[config.mk]
export PLATFORM = sky130hd
export DESIGN_NAME = board_draw_ctrl_flat
export DESIGN_NICKNAME = d
export VERILOG_FILES = /design/src/rtl/board_draw_ctrl_if.sv /design/src/rtl/board_draw_ctrl.sv /design/src/flat_wrapper.sv
export SDC_FILE = /design/constraint.sdc
export NUM_CORES = 1
export LEC_CHECK = 0
export CELL_PAD_IN_SITES_DETAIL_PLACEMENT = 1
export CELL_PAD_IN_SITES_GLOBAL_PLACEMENT = 1
export CORE_MARGIN = 1
export CORE_UTILIZATION = 30
export DETAILED_ROUTE_END_ITERATION = 6
export PLACE_DENSITY = 0.68
export RECOVER_POWER = 50
export SETUP_SLACK_MARGIN = 0.2
export SYNTH_ARGS = -nofsm -noshare
export SYNTH_HDL_FRONTEND = slang
export SYNTH_SLANG_ARGS = --single-unit
[constraint.sdc]
create_clock -name clk -period 7.81 [get_ports clk]
set_clock_uncertainty 0.2 [all_clocks]
set_input_delay 0.781 -clock clk [delete_from_list [all_inputs] [get_ports clk]]
set_output_delay 0.781 -clock clk [all_outputs]
set_load 0.005 [all_outputs]
[src/rtl/board_draw_ctrl_if.sv]
// ---------------------------------------------------------------------------
// board_draw_ctrl_if
//
// Bundles every signal that the board draw controller exchanges with the
// rest of the system: the request/acknowledge handshake from game logic,
// the board-memory read port, the tile-drawer control/status lines and the
// VGA plot bus. Clock and reset stay outside the interface.
//
// Signal summary (direction seen from the controller, i.e. modport master):
//   full_req     in   1   request full-board redraw (level)
//   cell_req     in   1   request single-cell redraw (level)
//   req_row      in   4   row for cell_req, 0..8
//   req_col      in   4   column for cell_req, 0..8
//   req_ack      out  1   one-cycle pulse when a request is accepted
//   busy         out  1   high in every state except idle
//   done         out  1   one-cycle pulse when a job completes
//   rd_row       out  4   board-memory read row
//   rd_col       out  4   board-memory read column
//   rd_digit     in   4   digit 0..9, valid one cycle after rd_row/rd_col
//   draw_enable  out  1   tile drawer enable; low clears the drawer
//   draw_done    in   1   drawer finished the tile
//   draw_x       in   6   drawer x count
//   draw_y       in   6   drawer y count
//   draw_addr    in   16  drawer ROM address
//   plot         out  1   pixel write strobe
//   vga_x        out  10  pixel x
//   vga_y        out  9   pixel y
//   rom_addr     out  16  tile ROM address
//   sel_row      in   4   highlighted cell row    (HILITE_EN only)
//   sel_col      in   4   highlighted cell column (HILITE_EN only)
//
// Optional feature macro: HILITE_EN (adds sel_row / sel_col).
//
// Modports:
//   master - the draw controller
//   slave  - the environment (game logic, board memory, drawer, VGA)
// ---------------------------------------------------------------------------
interface board_draw_ctrl_if;

  // request handshake
  logic        full_req;
  logic        cell_req;
  logic [3:0]  req_row;
  logic [3:0]  req_col;
  logic        req_ack;
  logic        busy;
  logic        done;

  // board memory read port
  logic [3:0]  rd_row;
  logic [3:0]  rd_col;
  logic [3:0]  rd_digit;

  // tile drawer
  logic        draw_enable;
  logic        draw_done;
  logic [5:0]  draw_x;
  logic [5:0]  draw_y;
  logic [15:0] draw_addr;

  // VGA plot bus
  logic        plot;
  logic [9:0]  vga_x;
  logic [8:0]  vga_y;
  logic [15:0] rom_addr;

`ifdef HILITE_EN
  // highlighted cell selection
  logic [3:0]  sel_row;
  logic [3:0]  sel_col;
`endif

  modport master (
`ifdef HILITE_EN
    input  sel_row,
    input  sel_col,
`endif
    input  full_req,
    input  cell_req,
    input  req_row,
    input  req_col,
    output req_ack,
    output busy,
    output done,
    output rd_row,
    output rd_col,
    input  rd_digit,
    output draw_enable,
    input  draw_done,
    input  draw_x,
    input  draw_y,
    input  draw_addr,
    output plot,
    output vga_x,
    output vga_y,
    output rom_addr
  );

  modport slave (
`ifdef HILITE_EN
    output sel_row,
    output sel_col,
`endif
    output full_req,
    output cell_req,
    output req_row,
    output req_col,
    input  req_ack,
    input  busy,
    input  done,
    input  rd_row,
    input  rd_col,
    output rd_digit,
    input  draw_enable,
    output draw_done,
    output draw_x,
    output draw_y,
    output draw_addr,
    input  plot,
    input  vga_x,
    input  vga_y,
    input  rom_addr
  );

endinterface

[src/rtl/board_draw_ctrl.sv]
// ---------------------------------------------------------------------------
// board_draw_ctrl
//
// Walks the tile drawer over the 9x9 Sudoku grid. A job is either a full
// board redraw (81 tiles, row-major) or a single-cell redraw. For each cell
// the controller reads the digit from board memory, computes the cell's
// screen origin and the ROM bank of the digit's tile, enables the drawer for
// one tile, then drops the enable for one cycle so the drawer clears itself.
//
// Ports:
//   clk     system clock
//   resetn  asynchronous active-low reset
//   bus     board_draw_ctrl_if.master (request handshake, board-memory read,
//           tile-drawer control/status, VGA plot bus)
//
// Optional feature macro: HILITE_EN
//   When defined, the cell matching (sel_row, sel_col) uses the highlighted
//   tile set, i.e. the effective digit is digit+10 (ROM holds 20 tiles).
//   When undefined the sel inputs do not exist and digits are used as is.
//
// Timing notes:
//   - req_ack is asserted combinationally in IDLE while a request level is
//     present; the request is taken on that clock edge, so busy rises on the
//     cycle after req_ack.
//   - Board memory has one cycle of read latency: rd_row/rd_col are shown in
//     FETCH and rd_digit is captured at the end of LATCH.
//   - plot/vga_x/vga_y/rom_addr are combinational from the drawer's counters
//     during DRAW and zero in every other state.
// ---------------------------------------------------------------------------
module board_draw_ctrl #(
  parameter int CELL_W     = 47,
  parameter int CELL_H     = 52,
  parameter int ORG_X      = 0,
  parameter int ORG_Y      = 6,
  parameter int TILE_WORDS = 2444
) (
  input  logic              clk,
  input  logic              resetn,
  board_draw_ctrl_if.master bus
);

  // -------------------------------------------------------------------------
  // State encoding
  // -------------------------------------------------------------------------
  localparam logic [2:0] S_IDLE    = 3'd0;
  localparam logic [2:0] S_FETCH   = 3'd1;
  localparam logic [2:0] S_LATCH   = 3'd2;
  localparam logic [2:0] S_DRAW    = 3'd3;
  localparam logic [2:0] S_RELEASE = 3'd4;
  localparam logic [2:0] S_NEXT    = 3'd5;

  localparam logic [3:0] LAST_IDX  = 4'd8;

  // -------------------------------------------------------------------------
  // Registers
  // -------------------------------------------------------------------------
  logic [2:0]  state_reg,     state_next;
  logic [3:0]  row_reg,       row_next;
  logic [3:0]  col_reg,       col_next;
  logic        full_mode_reg, full_mode_next;
  logic [9:0]  base_x_reg,    base_x_next;
  logic [8:0]  base_y_reg,    base_y_next;
  logic [15:0] bank_reg,      bank_next;

  // -------------------------------------------------------------------------
  // Per-cell arithmetic (only consumed in LATCH)
  // -------------------------------------------------------------------------
  logic [4:0]  digit_eff;
  logic [9:0]  base_x_calc;
  logic [8:0]  base_y_calc;
  logic [15:0] bank_calc;
  logic        req_bad;
  logic        last_cell;

  // Out-of-range memory contents fall back to the blank tile.
  always_comb begin
    digit_eff = (bus.rd_digit > 4'd9) ? 5'd0 : {1'b0, bus.rd_digit};
`ifdef HILITE_EN
    // Highlighted tiles live in ROM banks 10..19.
    if ((row_reg == bus.sel_row) && (col_reg == bus.sel_col)) begin
      digit_eff = digit_eff + 5'd10;
    end
`endif
  end

  // Constant multiplies; the tools fold these into shift-add networks.
  assign base_x_calc = 10'(ORG_X) + 10'(col_reg) * 10'(CELL_W);
  assign base_y_calc = 9'(ORG_Y) + 9'(row_reg) * 9'(CELL_H);
  assign bank_calc   = 16'(digit_eff) * 16'(TILE_WORDS);

  assign req_bad   = (bus.req_row > LAST_IDX) || (bus.req_col > LAST_IDX);
  assign last_cell = (row_reg == LAST_IDX) && (col_reg == LAST_IDX);

  // -------------------------------------------------------------------------
  // Next-state logic
  // -------------------------------------------------------------------------
  always_comb begin
    state_next     = state_reg;
    row_next       = row_reg;
    col_next       = col_reg;
    full_mode_next = full_mode_reg;
    base_x_next    = base_x_reg;
    base_y_next    = base_y_reg;
    bank_next      = bank_reg;

    case (state_reg)
      S_IDLE: begin
        if (bus.full_req) begin
          row_next       = 4'd0;
          col_next       = 4'd0;
          full_mode_next = 1'b1;
          state_next     = S_FETCH;
        end else if (bus.cell_req) begin
          full_mode_next = 1'b0;
          if (req_bad) begin
            // Acknowledge and finish without touching memory or the drawer;
            // the stored cell is left as is so rd_row/rd_col stay in range.
            state_next = S_NEXT;
          end else begin
            row_next   = bus.req_row;
            col_next   = bus.req_col;
            state_next = S_FETCH;
          end
        end
      end

      S_FETCH: begin
        state_next = S_LATCH;
      end

      S_LATCH: begin
        // rd_digit is valid now; fold it straight into the ROM bank base.
        base_x_next = base_x_calc;
        base_y_next = base_y_calc;
        bank_next   = bank_calc;
        state_next  = S_DRAW;
      end

      S_DRAW: begin
        if (bus.draw_done) begin
          state_next = S_RELEASE;
        end
      end

      S_RELEASE: begin
        state_next = S_NEXT;
      end

      S_NEXT: begin
        if (!full_mode_reg || last_cell) begin
          state_next = S_IDLE;
        end else begin
          if (col_reg == LAST_IDX) begin
            col_next = 4'd0;
            row_next = row_reg + 4'd1;
          end else begin
            col_next = col_reg + 4'd1;
          end
          state_next = S_FETCH;
        end
      end

      default: begin
        state_next = S_IDLE;
      end
    endcase
  end

  // -------------------------------------------------------------------------
  // State registers
  // -------------------------------------------------------------------------
  always_ff @(posedge clk or negedge resetn) begin
    if (!resetn) begin
      state_reg     <= S_IDLE;
      row_reg       <= 4'd0;
      col_reg       <= 4'd0;
      full_mode_reg <= 1'b0;
      base_x_reg    <= 10'd0;
      base_y_reg    <= 9'd0;
      bank_reg      <= 16'd0;
    end else begin
      state_reg     <= state_next;
      row_reg       <= row_next;
      col_reg       <= col_next;
      full_mode_reg <= full_mode_next;
      base_x_reg    <= base_x_next;
      base_y_reg    <= base_y_next;
      bank_reg      <= bank_next;
    end
  end

  // -------------------------------------------------------------------------
  // Outputs
  // -------------------------------------------------------------------------
  // The reset term keeps req_ack low while reset is held even if a request
  // level is already present.
  assign bus.req_ack     = resetn && (state_reg == S_IDLE) &&
                           (bus.full_req || bus.cell_req);
  assign bus.busy        = (state_reg != S_IDLE);
  assign bus.done        = (state_reg == S_NEXT) && (!full_mode_reg || last_cell);
  assign bus.rd_row      = row_reg;
  assign bus.rd_col      = col_reg;
  assign bus.draw_enable = (state_reg == S_DRAW);

  always_comb begin
    bus.plot     = 1'b0;
    bus.vga_x    = 10'd0;
    bus.vga_y    = 9'd0;
    bus.rom_addr = 16'd0;
    if (state_reg == S_DRAW) begin
      // The draw_done cycle carries no pixel.
      bus.plot     = ~bus.draw_done;
      bus.vga_x    = base_x_reg + 10'(bus.draw_x);
      bus.vga_y    = base_y_reg + 9'(bus.draw_y);
      bus.rom_addr = bank_reg + bus.draw_addr;
    end
  end

endmodule

[src/flat_wrapper.sv]
// flat-port wrapper written by rule: the top's interface ports become plain ports
module board_draw_ctrl_flat 
#(
  parameter int CELL_W     = 47,
  parameter int CELL_H     = 52,
  parameter int ORG_X      = 0,
  parameter int ORG_Y      = 6,
  parameter int TILE_WORDS = 2444
)
  (clk, resetn, bus_full_req, bus_cell_req, bus_req_row, bus_req_col, bus_req_ack, bus_busy, bus_done, bus_rd_row, bus_rd_col, bus_rd_digit, bus_draw_enable, bus_draw_done, bus_draw_x, bus_draw_y, bus_draw_addr, bus_plot, bus_vga_x, bus_vga_y, bus_rom_addr);
  board_draw_ctrl_if bus_i ();
  input  logic clk;
  input  logic resetn;
  input wire logic [$bits(bus_i.full_req)-1:0] bus_full_req;
  input wire logic [$bits(bus_i.cell_req)-1:0] bus_cell_req;
  input wire logic [$bits(bus_i.req_row)-1:0] bus_req_row;
  input wire logic [$bits(bus_i.req_col)-1:0] bus_req_col;
  output wire logic [$bits(bus_i.req_ack)-1:0] bus_req_ack;
  output wire logic [$bits(bus_i.busy)-1:0] bus_busy;
  output wire logic [$bits(bus_i.done)-1:0] bus_done;
  output wire logic [$bits(bus_i.rd_row)-1:0] bus_rd_row;
  output wire logic [$bits(bus_i.rd_col)-1:0] bus_rd_col;
  input wire logic [$bits(bus_i.rd_digit)-1:0] bus_rd_digit;
  output wire logic [$bits(bus_i.draw_enable)-1:0] bus_draw_enable;
  input wire logic [$bits(bus_i.draw_done)-1:0] bus_draw_done;
  input wire logic [$bits(bus_i.draw_x)-1:0] bus_draw_x;
  input wire logic [$bits(bus_i.draw_y)-1:0] bus_draw_y;
  input wire logic [$bits(bus_i.draw_addr)-1:0] bus_draw_addr;
  output wire logic [$bits(bus_i.plot)-1:0] bus_plot;
  output wire logic [$bits(bus_i.vga_x)-1:0] bus_vga_x;
  output wire logic [$bits(bus_i.vga_y)-1:0] bus_vga_y;
  output wire logic [$bits(bus_i.rom_addr)-1:0] bus_rom_addr;
  assign bus_i.full_req = bus_full_req;
  assign bus_i.cell_req = bus_cell_req;
  assign bus_i.req_row = bus_req_row;
  assign bus_i.req_col = bus_req_col;
  assign bus_req_ack = bus_i.req_ack;
  assign bus_busy = bus_i.busy;
  assign bus_done = bus_i.done;
  assign bus_rd_row = bus_i.rd_row;
  assign bus_rd_col = bus_i.rd_col;
  assign bus_i.rd_digit = bus_rd_digit;
  assign bus_draw_enable = bus_i.draw_enable;
  assign bus_i.draw_done = bus_draw_done;
  assign bus_i.draw_x = bus_draw_x;
  assign bus_i.draw_y = bus_draw_y;
  assign bus_i.draw_addr = bus_draw_addr;
  assign bus_plot = bus_i.plot;
  assign bus_vga_x = bus_i.vga_x;
  assign bus_vga_y = bus_i.vga_y;
  assign bus_rom_addr = bus_i.rom_addr;
  board_draw_ctrl #(.CELL_W(CELL_W), .CELL_H(CELL_H), .ORG_X(ORG_X), .ORG_Y(ORG_Y), .TILE_WORDS(TILE_WORDS)) u_core (.clk(clk), .resetn(resetn), .bus(bus_i));
endmodule
# Yosys cells after proc, flatten, opt, wreduce, memory -nomap -nowiden
# Cells that the tools add are included.
classes:
  magnitude_cmp: 3
  multipliers: 3
  add_sub_neg: 6
  mux: 25
  n_eq_ne: 12
  n_reduce_logical: 16
  bitwise_logic: 1
ops:
  columns: ["cell", "count"]
  rows:
  - ["$mux W4", 11]
  - ["$pmux W3 S6", 1]
  - ["$add A16 B16 Y16", 1]
  - ["$mux W16", 1]
  - ["$pmux W4 S2", 2]
  - ["$mul A5 B10 Y14 const B", 1]
  - ["$gt A4 B4 Y1 const B", 3]
  - ["$mux W3", 4]
  - ["$add A10 B6 Y10", 1]
  - ["$mul A4 B6 Y10 const B", 1]
  - ["$mux W10", 1]
  - ["$add A3 B9 Y9 const A", 1]
  - ["$add A9 B6 Y9", 1]
  - ["$mux W9", 1]
  - ["$add A4 B1 Y4 const B", 2]
  - ["$eq A4 B4 Y1 const B", 2]
  - ["$mul A4 B4 Y7 const B", 1]
  - ["$eq A3 B2 Y1 const B", 2]
  - ["$eq A3 B3 Y1 const B", 2]
  - ["$ne A3 B3 Y1 const B", 2]
  - ["$reduce_and A5 Y1", 1]
  - ["$logic_and A1 B1 Y1", 4]
  - ["$mux W1", 4]
  - ["$ne A2 B1 Y1 const B", 2]
  - ["10 further kinds", 14]
word_totals:
  out_inout_bits: 48
  input_bits: 45
  wordCells: 73
  register_bits: 45

# Logic depth before layout (Yosys ltp)
logic_depth:
  ltp_word: 6
  ltp_mapped: 10
  mapped_depth_nobuf: 10

# Least setup slack after synthesis
# Ideal clock, no wire load.
synth_path:
  kind: "input port to flip-flop"
  startpoint: "input bus_rd_digit[2]"
  endpoint: "register u_core.bank_reg[14]"
  t_required_ns: 7.481
  setup_slack_ns: 4.479
  path_buffers: 0
  setup_time_ns: 0.129
  path_stages: 9
  arrival_time_ns: 3.001
  path_cell_list: "nor3b_1 ha_1 ha_1 ha_1 a21o_1 a21oi_1 o21ai_0 o211a_1 o41a_1"
synth_between:
  elab_chain_len: 3
synth_lines:
  columns: ["item", "line_no", "source"]
  rows:
  - ["start, declared", "flat_wrapper.sv:23", "input wire logic [$bits(bus_i.rd_digit)-1:0] bus_rd_digit;"]
  - ["$gt A4 B4 Y1", "board_draw_ctrl.sv:77", "digit_eff = (bus.rd_digit > 4'd9) ? 5'd0 : {1'b0, bus.rd_digit};"]
  - ["$mux W4 (*)", "board_draw_ctrl.sv:77", null]
  - ["$mul A5 B10 Y14 (*)", "board_draw_ctrl.sv:89", "assign bank_calc = 16'(digit_eff) * 16'(TILE_WORDS);"]
  - ["end signal, assigned", "board_draw_ctrl.sv:188", "bank_reg <= bank_next;"]
  - ["end, declared", "board_draw_ctrl.sv:63", "logic [15:0] bank_reg, bank_next;"]
# Every way passes the cells marked *; elsewhere a longest branch is shown, timed or not.
# A chain may end at the register's enable or synchronous reset.

# Final worst setup path
layout_path:
  startpoint: "input bus_draw_addr[2]"
  endpoint: "output bus_rom_addr[12]"
layout_between:
  elab_chain_len: 2
layout_lines:
  columns: ["item", "line_no", "source"]
  rows:
  - ["start, declared", "flat_wrapper.sv:28", "input wire logic [$bits(bus_i.draw_addr)-1:0] bus_draw_addr;"]
  - ["$add A16 B16 Y16", "board_draw_ctrl.sv:215", "bus.rom_addr = bank_reg + bus.draw_addr;"]
  - ["$mux W16", "board_draw_ctrl.sv:210", "if (state_reg == S_DRAW) begin"]
  - ["end, declared", "flat_wrapper.sv:32", "output wire logic [$bits(bus_i.rom_addr)-1:0] bus_rom_addr;"]
# Every way passes these cells.

==> summary by stage <==
Routing
The iteration count of the initial detailed-routing pass is 4. The via density per instance is 5.23. The total length of routed wires is 12.9 mm. The number of DRC markers after the initial detailed-route iteration is 141. After detailed routing, the average wire length per cell comes to 16.0 um. The via count is 4206. The post-detailed-route DRC marker count is 0. The detail route stage leaves a number of antenna-violating nets equal to 0.

Placement
Routability-driven placement finished with a final weighted congestion of 0.835. The instance area after placement is 5590 um2. The number of placed instances, taps included, is 797. The post-DP HPWL is 10.4 mm. Port buffering added 92 buffers.

Finish
The share of cells above drive strength 1 is 0.0258. The finished cells cover 5690 um2. The finished layout holds 804 standard cells, fillers aside.

After filler insertion, the fill cell instance count of the layout stands at 1685. The number of diodes is 0. Leaving out fill and tap cells, the most frequent cell in the layout is sky130_fd_sc_hd__clkdlybuf4s50_1. After the last flow step, the layout net total stands at 739. For this run, the share of the core covered by cells in the final layout is 0.390. The flip-flop count of the largest register, all copies and words added is 14. The synthesis-to-finish area growth is 26.4%. In the layout the commonest cells are sky130_fd_sc_hd__clkdlybuf4s50_1 (80), sky130_fd_sc_hd__nand2_1 (70), sky130_fd_sc_hd__ha_1 (66), sky130_fd_sc_hd__dfrtp_1 (44), sky130_fd_sc_hd__nor2_1 (39).

Clocking
Counting along the longest clock path gives a buffer depth of 2. Clock latency on the worst-skew pair, taken at its later pin, is 290 ps. The tree is rooted in a sky130_fd_sc_hd__clkbuf_16. The number of cells upsized or downsized after cts is 0.

Clock-pin slew was measured on the worst setup and hold paths at 60 ps. The sink count of the clock tree is 44. The count of buffers added by post-CTS timing repair for setup is 0. The number of hold buffers added after CTS was 0.

TritonCTS built the clock tree. The total clock buffers created by CTS is 5. The H-tree generated during clock tree synthesis spans 2 levels.

STA
The clock period minus worst slack is 4560 ps. The final number of max-transition violations is 46. At the pin with the least slew margin, the transition time is 2490 ps. The total negative slack is 0 ps.

Setup repair after global routing left no endpoint under its margin. The period utilization is 0.584. Headroom to the max-slew limit came out at -0.662. Timing would allow up to 0.219 GHz. The number of setup violations in the final report is 0.

The number of hold violations in the final report came to 0.

Synthesis
The dominant register cell in the synthesized netlist is sky130_fd_sc_hd__dfrtp_1. The sequential element share of the synthesized area is 0.244. The post-synth design cell area is 4500 um2. The total nets after synthesis is 654. The count of distinct cell types in the synthesized netlist is 59. After synthesis, the share of flip-flops with an asynchronous set or reset is 1.00. Counting flops with a built-in enable in the synthesized netlist gives 0. Yosys printed 0 warnings. The cell count after synthesis is 535. Averaged over all synthesized cells, the footprint is 8.42 um2.

Synthesis inferred 44 register bits.

Critical path
For the worst setup path, the data required time is 6830 ps. Along the worst path, the maximum fanout reaches 5. The type of element launching the critical path is an input pin.

The class of the most critical setup path is in2out. The endpoint kind of the worst setup timing path is an output port. For the worst setup path, the data arrival time is 3580 ps.

Power and ir drop
Of the total power, registers draw 0.191. The design draws 2.40 mW. In this run the power spent charging and discharging nets is 1.13 mW. Internal power comes to 1.27 mW. The fraction of power spent switching nets is 0.469. Summed over all cells, the static leakage comes to 2.63 nW. The share of total power dissipated in the clock network is 0.086.

In this run the power density over the cells is 421 nW/um2. Across the VDD grid, the largest voltage drop is 0.000292 V. The share of total power dissipated in combinational logic is 0.723.

Die
In this run the count of I/O pins placed on the die edge is 93. The core outline area is 14600 um2. The height of the chip is 125 um. The die area is 15500 um2. The floorplan has 44 rows. The horizontal die dimension is 125 um. The starting utilization of the core area is 0.309.

Global route
The number of antenna violations at the first check in global routing is 0. The first global-routing pass estimated 21.3 mm of wire. For this run, the total global-route usage over all layers was measured as 0.166.

The via count of the first global-routing pass was 4341. The maximum number of pins on one net before global-route repair is 46. Global routing finished with a remaining overflow of 0.

Outcome
The flow ran to the end, but the final reports show violations. The checks that failed: max-capacitance violations, max-slew violations.

Worst hold path
The path class of the tightest hold or removal check is reg2reg.

Job
The total of max-cap violations is 1.
[logic make-up (layout without fill, tap and decap cells)]
logic type                 after synthesis  count (layout)  share of synthesized area
adders and majority gates               74              74                      0.219
xor gates and xnor gates                29              29                     0.0564
buffers and inverters                   42             127                     0.0397
AOI/OAI and AO/OA                      140             140                      0.205
and+or+nand+nor                        202             202                      0.226
muxes                                    4               4                    0.00917
DFF                                     44              44                      0.244
[worst paths after layout]
kind	startpoint	endpoint	slack, ps	cells past startpoint
worst max register to register	u_core.bus.rd_col[1]	u_core.base_x_reg[7]	4520	10
worst min-delay path	u_core.base_y_reg[5]	u_core.base_y_reg[5]	280	2
max in group asynchronous	resetn	u_core.bank_reg[3]	4840	2
worst min register to register	u_core.base_y_reg[5]	u_core.base_y_reg[5]	280	2
worst max-delay path	bus_draw_addr[2]	bus_rom_addr[12]	3250	9
min in group asynchronous	resetn	u_core.bus.rd_row[1]	1160	2
[critical path: stages]
cell and delay (ps):
sky130_fd_sc_hd__clkdlybuf4s50_1 410, sky130_fd_sc_hd__ha_1 250, sky130_fd_sc_hd__fa_1 450, sky130_fd_sc_hd__a211oi_1 320, sky130_fd_sc_hd__o21ai_0 300, sky130_fd_sc_hd__nand4_1 210, sky130_fd_sc_hd__a21oi_1 90, sky130_fd_sc_hd__nor3b_1 230
sky130_fd_sc_hd__clkdlybuf4s50_1 540
[cells in the mapped netlist, drive strengths merged, types with 10 or more instances]
library cell  number  share of area
nand2             70          0.058
ha                66           0.18
dfrtp             44           0.24
o21ai             40          0.046
nor2              39          0.032
a21oi             28          0.031
inv               25          0.021
xnor2             21          0.041
a21o              18          0.030
and2              13          0.018
a211oi            12          0.021
nand3             10          0.011
[through the flow]
step / worst slack (ps) / hold slack [ps]
after global routing: 2820 / 308
after CTS: 3270 / 292
final: 3250 / 284
after global placement: 3370 / 261
after detailed placement: 3280 / 277
after floorplan: 4480 / 239
[power groups by stage]
| stage | Combinational, mW | Clock, mW | Sequential (mW) |
|---|---|---|---|
| finish | 1.73 | 0.205 | 0.459 |
| global placement | 1.71 | 0 | 0.463 |
| detailed placement | 1.77 | 0 | 0.468 |
| floorplan | 1.24 | 0 | 0.422 |
| CTS | 1.79 | 0.212 | 0.464 |
| global route | 1.96 | 0.219 | 0.479 |
[per-layer routing]
layer	vias to the layer above	GRT usage	wire length, um
li1	2089	-	-
met3	15	0.0172	244
met4	0	0.0546	267
met1	2044	0.209	6020
met2	58	0.295	6330
met5	-	0	0
[cell type report]
type                       instances  area, um2  share of cell area
tap                              184        230              0.0404
timing repair buffer              95        927               0.163
clock inverter                     2       12.5             0.00220
inverter                          25       93.8              0.0165
clock buffer                       5        125              0.0220
sequential                        44       1100               0.193
multi-input combinational        449       3200               0.563
(Power assumes the default switching activity.)
